$ cat config.mk
export PLATFORM = sky130hd
export DESIGN_NAME = nonrestoring_divider
export DESIGN_NICKNAME = d
export VERILOG_FILES = /design/src/rtl/nonrestoring_divider.sv
export SDC_FILE = /design/constraint.sdc
export NUM_CORES = 1
export LEC_CHECK = 0
export BUFFER_PORTS_ARGS = -buffer_cell sky130_fd_sc_hd__clkbuf_2
export CAP_MARGIN = 10
export CELL_PAD_IN_SITES_DETAIL_PLACEMENT = 1
export CELL_PAD_IN_SITES_GLOBAL_PLACEMENT = 1
export CORE_ASPECT_RATIO = 0.6
export CORE_MARGIN = 5
export CORE_UTILIZATION = 45
export DETAILED_ROUTE_END_ITERATION = 8
export HOLD_SLACK_MARGIN = 0.15
export PLACE_DENSITY = 0.89
export SETUP_SLACK_MARGIN = 0.02
export SLEW_MARGIN = 25
export SYNTH_ARGS = -nofsm -noshare
export SYNTH_HDL_FRONTEND = slang
export SYNTH_SLANG_ARGS = --single-unit
$ cat constraint.sdc
create_clock -name clk -period 6.9 [get_ports clk]
set_input_delay 0.345 -clock clk [delete_from_list [all_inputs] [get_ports clk]]
set_output_delay 0.345 -clock clk [all_outputs]
set_load 0.01 [all_outputs]
$ cat src/rtl/nonrestoring_divider.sv
// Multi-cycle non-restoring divider: one shared add/subtract slice per step, start/done handshake.
// Define DIVIDER_SIGNED_EN for two's-complement operands with truncating-division results.
module nonrestoring_divider #(
  parameter int WIDTH = 4
) (
  input  logic             clk,
  input  logic             rst,
  input  logic             start,
  input  logic [WIDTH-1:0] dividend,
  input  logic [WIDTH-1:0] divisor,
  output logic             busy,
  output logic             done,
  output logic [WIDTH-1:0] quotient,
  output logic [WIDTH-1:0] remainder,
  output logic             div_by_zero
);

  localparam int CW = $clog2(WIDTH + 1);
  localparam logic [WIDTH-1:0] ONE_W = WIDTH'(1);

  typedef enum logic [1:0] {IDLE, RUN, FIX, DONE} state_t;

  state_t           state, state_next;
  logic [CW-1:0]    step;
  logic [WIDTH:0]   p_reg, d_reg;
  logic [WIDTH-1:0] a_reg;
  logic             mode;
  logic [WIDTH:0]   slice_a, slice_sum;
  logic [WIDTH-1:0] rem_fix, q_final, r_final;
  logic [WIDTH-1:0] dvd_mag, dvs_mag;

`ifdef DIVIDER_SIGNED_EN
  logic             dvd_neg, dvs_neg;
  logic [WIDTH-1:0] dvd_raw;

  always_comb begin
    dvd_mag = dividend[WIDTH-1] ? (~dividend + ONE_W) : dividend;
    dvs_mag = divisor[WIDTH-1] ? (~divisor + ONE_W) : divisor;
  end
`else
  always_comb begin
    dvd_mag = dividend;
    dvs_mag = divisor;
  end
`endif

  always_ff @(posedge clk) begin
    if (rst) state <= IDLE;
    else     state <= state_next;
  end

  always_comb begin
    state_next = state;
    case (state)
      IDLE: if (start) state_next = RUN;
      RUN:  if (step == CW'(WIDTH - 1)) state_next = FIX;
      FIX:  state_next = DONE;
      DONE: state_next = IDLE;
      default: state_next = IDLE;
    endcase
  end

  always_comb begin
    busy = (state == RUN) || (state == FIX);
    done = (state == DONE);
  end

  // The single slice subtracts (mode=1) or adds D; in FIX it is reused for the restoring add.
  always_comb begin
    mode    = 1'b0;
    slice_a = p_reg;
    if (state == RUN) begin
      mode    = ~p_reg[WIDTH];
      slice_a = {p_reg[WIDTH-1:0], a_reg[WIDTH-1]};
    end
    slice_sum = slice_a + (d_reg ^ {(WIDTH + 1){mode}}) + {{WIDTH{1'b0}}, mode};
    rem_fix   = p_reg[WIDTH] ? slice_sum[WIDTH-1:0] : p_reg[WIDTH-1:0];
  end

`ifdef DIVIDER_SIGNED_EN
  // Magnitude core result gets its signs restored; a zero divisor overrides everything.
  always_comb begin
    if (div_by_zero) begin
      q_final = '1;
      r_final = dvd_raw;
    end else begin
      q_final = (dvd_neg ^ dvs_neg) ? (~a_reg + ONE_W) : a_reg;
      r_final = dvd_neg ? (~rem_fix + ONE_W) : rem_fix;
    end
  end
`else
  always_comb begin
    q_final = a_reg;
    r_final = rem_fix;
  end
`endif

  always_ff @(posedge clk) begin
    if (rst) begin
      a_reg       <= '0;
      p_reg       <= '0;
      d_reg       <= '0;
      step        <= '0;
      quotient    <= '0;
      remainder   <= '0;
      div_by_zero <= 1'b0;
`ifdef DIVIDER_SIGNED_EN
      dvd_neg     <= 1'b0;
      dvs_neg     <= 1'b0;
      dvd_raw     <= '0;
`endif
    end else begin
      case (state)
        IDLE: begin
          if (start) begin
            a_reg       <= dvd_mag;
            d_reg       <= {1'b0, dvs_mag};
            p_reg       <= '0;
            step        <= '0;
            div_by_zero <= (divisor == '0);
`ifdef DIVIDER_SIGNED_EN
            dvd_neg     <= dividend[WIDTH-1];
            dvs_neg     <= divisor[WIDTH-1];
            dvd_raw     <= dividend;
`endif
          end
        end
        RUN: begin
          p_reg <= slice_sum;
          a_reg <= {a_reg[WIDTH-2:0], ~slice_sum[WIDTH]};
          step  <= step + CW'(1);
        end
        FIX: begin
          quotient  <= q_final;
          remainder <= r_final;
        end
        default: ;
      endcase
    end
  end

endmodule

==> impl_metrics.json <==
{
  "status": "completed",
  "dp_hpwl_um": 2850,
  "globalRouteOverflowTotal": 0,
  "maxClockFrequency_ghz": 0.319,
  "grt_pass1_vias": 1326,
  "finalSetupViolations": 0,
  "timing.slew.headroom_pct": 46.1,
  "design.core.area_mm2": 0.00322,
  "worst_setup_hold_path_clk_slew_ns": 0.09,
  "route.antenna.remaining_nets": 0,
  "place_congestion": 0.858,
  "post_drt_wl_per_cell_um": 16.8,
  "io-pin-count": 22,
  "drv_slew": 0,
  "worstPathRequired_ns": 7.09,
  "final_critical_path_setup_slack_ns": 3.77,
  "clk_path_buf_depth": 2,
  "cts_tree": "built",
  "area_delta_synth_final_pct": 10.9,
  "synth.top_cells.by_count": "dfxtp_1 (27), nor2_1 (23), mux2i_1 (13)",
  "floorplan.die.height_um": 54.5,
  "timing.critical_path.from": "state[1]",
  "synth_compound_area_share_pct": 17.9,
  "post_cts.resized_instances": 0,
  "avgSynthCellArea_um2": 8.95,
  "avgViaCountPerCell": 5.67,
  "endpoint": "p_reg[3]",
  "grt_antenna_before_repair": 0,
  "grt_first_pass_wirelength_um": 6500,
  "largest_reg_flops": 5,
  "muxShareOfSynthArea_pct": 12.0,
  "seq_area_frac_synth_pct": 36.4,
  "synth.top_cells.by_area": "dfxtp_1 (36%), mux2i_1 (8.8%), ha_1 (7.6%)",
  "cp.arrival_ns": 3.33,
  "yosys.area_share.simple_pct": 18.0,
  "synth_cell_type_count": 40,
  "root_buffer": "clkbuf_8",
  "hold_depth": 3,
  "synth_top_family_by_area": "simple AND/OR/NAND/NOR gates",
  "cts_sinks": 27,
  "start_util_pct": 46.1,
  "worst-r2r-cell-count": 9,
  "synthMostInstantiatedCell": "dfxtp_1",
  "synth_async_sr_flop_share_pct": 0,
  "buffer_ports.inserted": 21,
  "synth_top_area_share_pct": 36.4,
  "worstSetupStartpointType": "register",
  "synth.yosys.warnings": 0,
  "grt_setup_unrepaired": "no",
  "dp_worst_setup_slack_ns": 3.84,
  "worstSetupEndpointType": "register",
  "syn_inst": 166,
  "r2r-start": "state[1]",
  "finalCoreUtilization_pct": 51.2,
  "crit_path_max_fanout": 19,
  "track_usage_pct": 18.2,
  "finalHoldViolCount": 0,
  "ys_seq_elements": 27,
  "power.ir.vdd_worst_v": 0.000169,
  "clock-skew-final_ns": 0.00824,
  "layout-drive-gt1-share_pct": 17.1,
  "netlist.top_cell.by_area": "dfxtp_1",
  "drtPass1Iterations": 4,
  "power_density_mw_per_mm2": 430,
  "initialDrtViolationCount": 83,
  "holdCritPathClass": "in -> reg",
  "dr_total_vias": 1282,
  "cts_setup_buffers": 0,
  "adder_and_majority_gate_portion_of_the_synthesized_area_pct": 8.92,
  "setup.worst_path.class": "reg -> reg",
  "fin_nets": 203,
  "cts_htree_levels": 1,
  "timing.final.crit_share_pct": 45.4,
  "finalCriticalPeriod_ns": 3.13,
  "r2r_setup_slack_ns": 3.77,
  "drcViolationCount": 0,
  "grt_max_degree": 31,
  "max-cap-violations": 0,
  "regToRegEndpoint": "p_reg[3]",
  "worst_slew_pin_slew_ns": 0.808,
  "yosys_most_used_dff": "dfxtp_1",
  "die_w_um": 84.2,
  "totalWireLength_um": 3810,
  "clk_latency_ns": 0.28,
  "setup_total_negative_slack_ns": 0,
  "synth_cell_area_mm2": 0.00149,
  "num_rows": 16,
  "synth.net_count": 187,
  "die-area_mm2": 0.00459,
  "post_placement_cell_count": 222,
  "number_of_enable_flip_flop_cells_after_synthesis": 0,
  "filler_cell_count": 381,
  "finalNonFillerCells": 226,
  "post_synth_xor_area_fraction_pct": 2.95,
  "cts_inserted_buffers": 3,
  "hold_buffers": 0,
  "num_antenna_cells": 0,
  "power.static_leakage_nw": 0.667
}
==> per-stage QoR <==
step                power (mW)  instance area (um2)  hold WS [ns]
finish                   0.708                 1650         0.314
global placement         0.592                 1600         0.441
detailed placement       0.616                 1600         0.457
CTS                      0.714                 1650         0.306
global route             0.771                 1650         0.308
floorplan                0.526                 1490         0.449
==> area by class of cell <==
class	count	area, um2	share of cell area (%)
Timing Repair Buffer	21	105	6.37
Sequential cell	27	541	32.8
Inverter	3	11.3	0.683
Tap cell	45	56.3	3.41
Clock buffer	3	41.3	2.50
Clock inverter	1	5.00	0.303
Multi-Input combinational cell	126	890	53.9
==> metal layers <==
layer  wire length, um  part of all wire (%)  vias to the layer above  track usage, %
li1                  -                     -                      628               -
met5                 0                     0                        -               0
met3               154                   4.0                        7            4.06
met1              1830                    48                      622            23.4
met2              1760                    46                       25            31.3
met4                65                   1.7                        0            5.88
==> worst min-delay path by stage <==
stage,to,startpoint,slack (ns)
global placement,div_by_zero,div_by_zero,0.44
global route,d_reg[0],divisor[0],0.31
detailed placement,div_by_zero,div_by_zero,0.46
floorplan,d_reg[1],d_reg[1],0.45
finish,d_reg[0],divisor[0],0.31
CTS,d_reg[0],divisor[0],0.31
==> layout by cell type, fill, tap and decap left out <==
cell / instances
or2b_1: 1
nor2_1: 23
a311oi_1: 1
nor3b_1: 1
o32ai_2: 1
mux2i_1: 13
nor3_1: 4
a22o_1: 1
o21ai_0: 3
a21oi_1: 10
inv_1: 3
o21ba_2: 1
a21boi_0: 1
a21o_1: 1
clkbuf_8: 3
ha_1: 9
o22ai_1: 1
nand3_1: 7
xnor2_1: 4
nand2_1: 10
dfxtp_1: 27
or3b_1: 1
nor2b_1: 4
xor2_1: 1
mux2_4: 1
a31oi_1: 1
nand3b_1: 2
nor4_1: 2
a2bb2oi_1: 2
o21a_1: 2
a211oi_1: 6
mux2_2: 3
a221o_1: 1
fa_1: 1
a22oi_1: 3
nand2b_1: 2
a221oi_1: 1
clkbuf_2: 21
a2111o_1: 1
clkinv_2: 1
==> cell families after synthesis <==
kind of cell / count (synthesis)
buffers and inverters: 13
XOR/XNOR: 5
adder cells (fa/ha/maj): 10
flip-flops: 27
multiplexers: 17
AND/OR/NAND/NOR: 57
AO/OA/AOI/OAI: 37
==> critical path, cell delays in order (launching register included) <==
cell and delay (ns):
dfxtp_1 0.35, inv_1 0.09, ha_1 0.68, nand2b_1 0.35
xnor2_1 0.34, ha_1 0.29, o21a_1 0.19, o21a_1 0.17
a221o_1 0.33, o32ai_2 0.25
==> power by group <==
part | switching (mW) | internal, mW | leakage [nW]
sequential | 0.0372 | 0.193 | 0.220
combinational | 0.227 | 0.161 | 0.421
clock | 0.0492 | 0.0405 | 0.0255
Note: power is estimated with default switching activity, not from simulation.
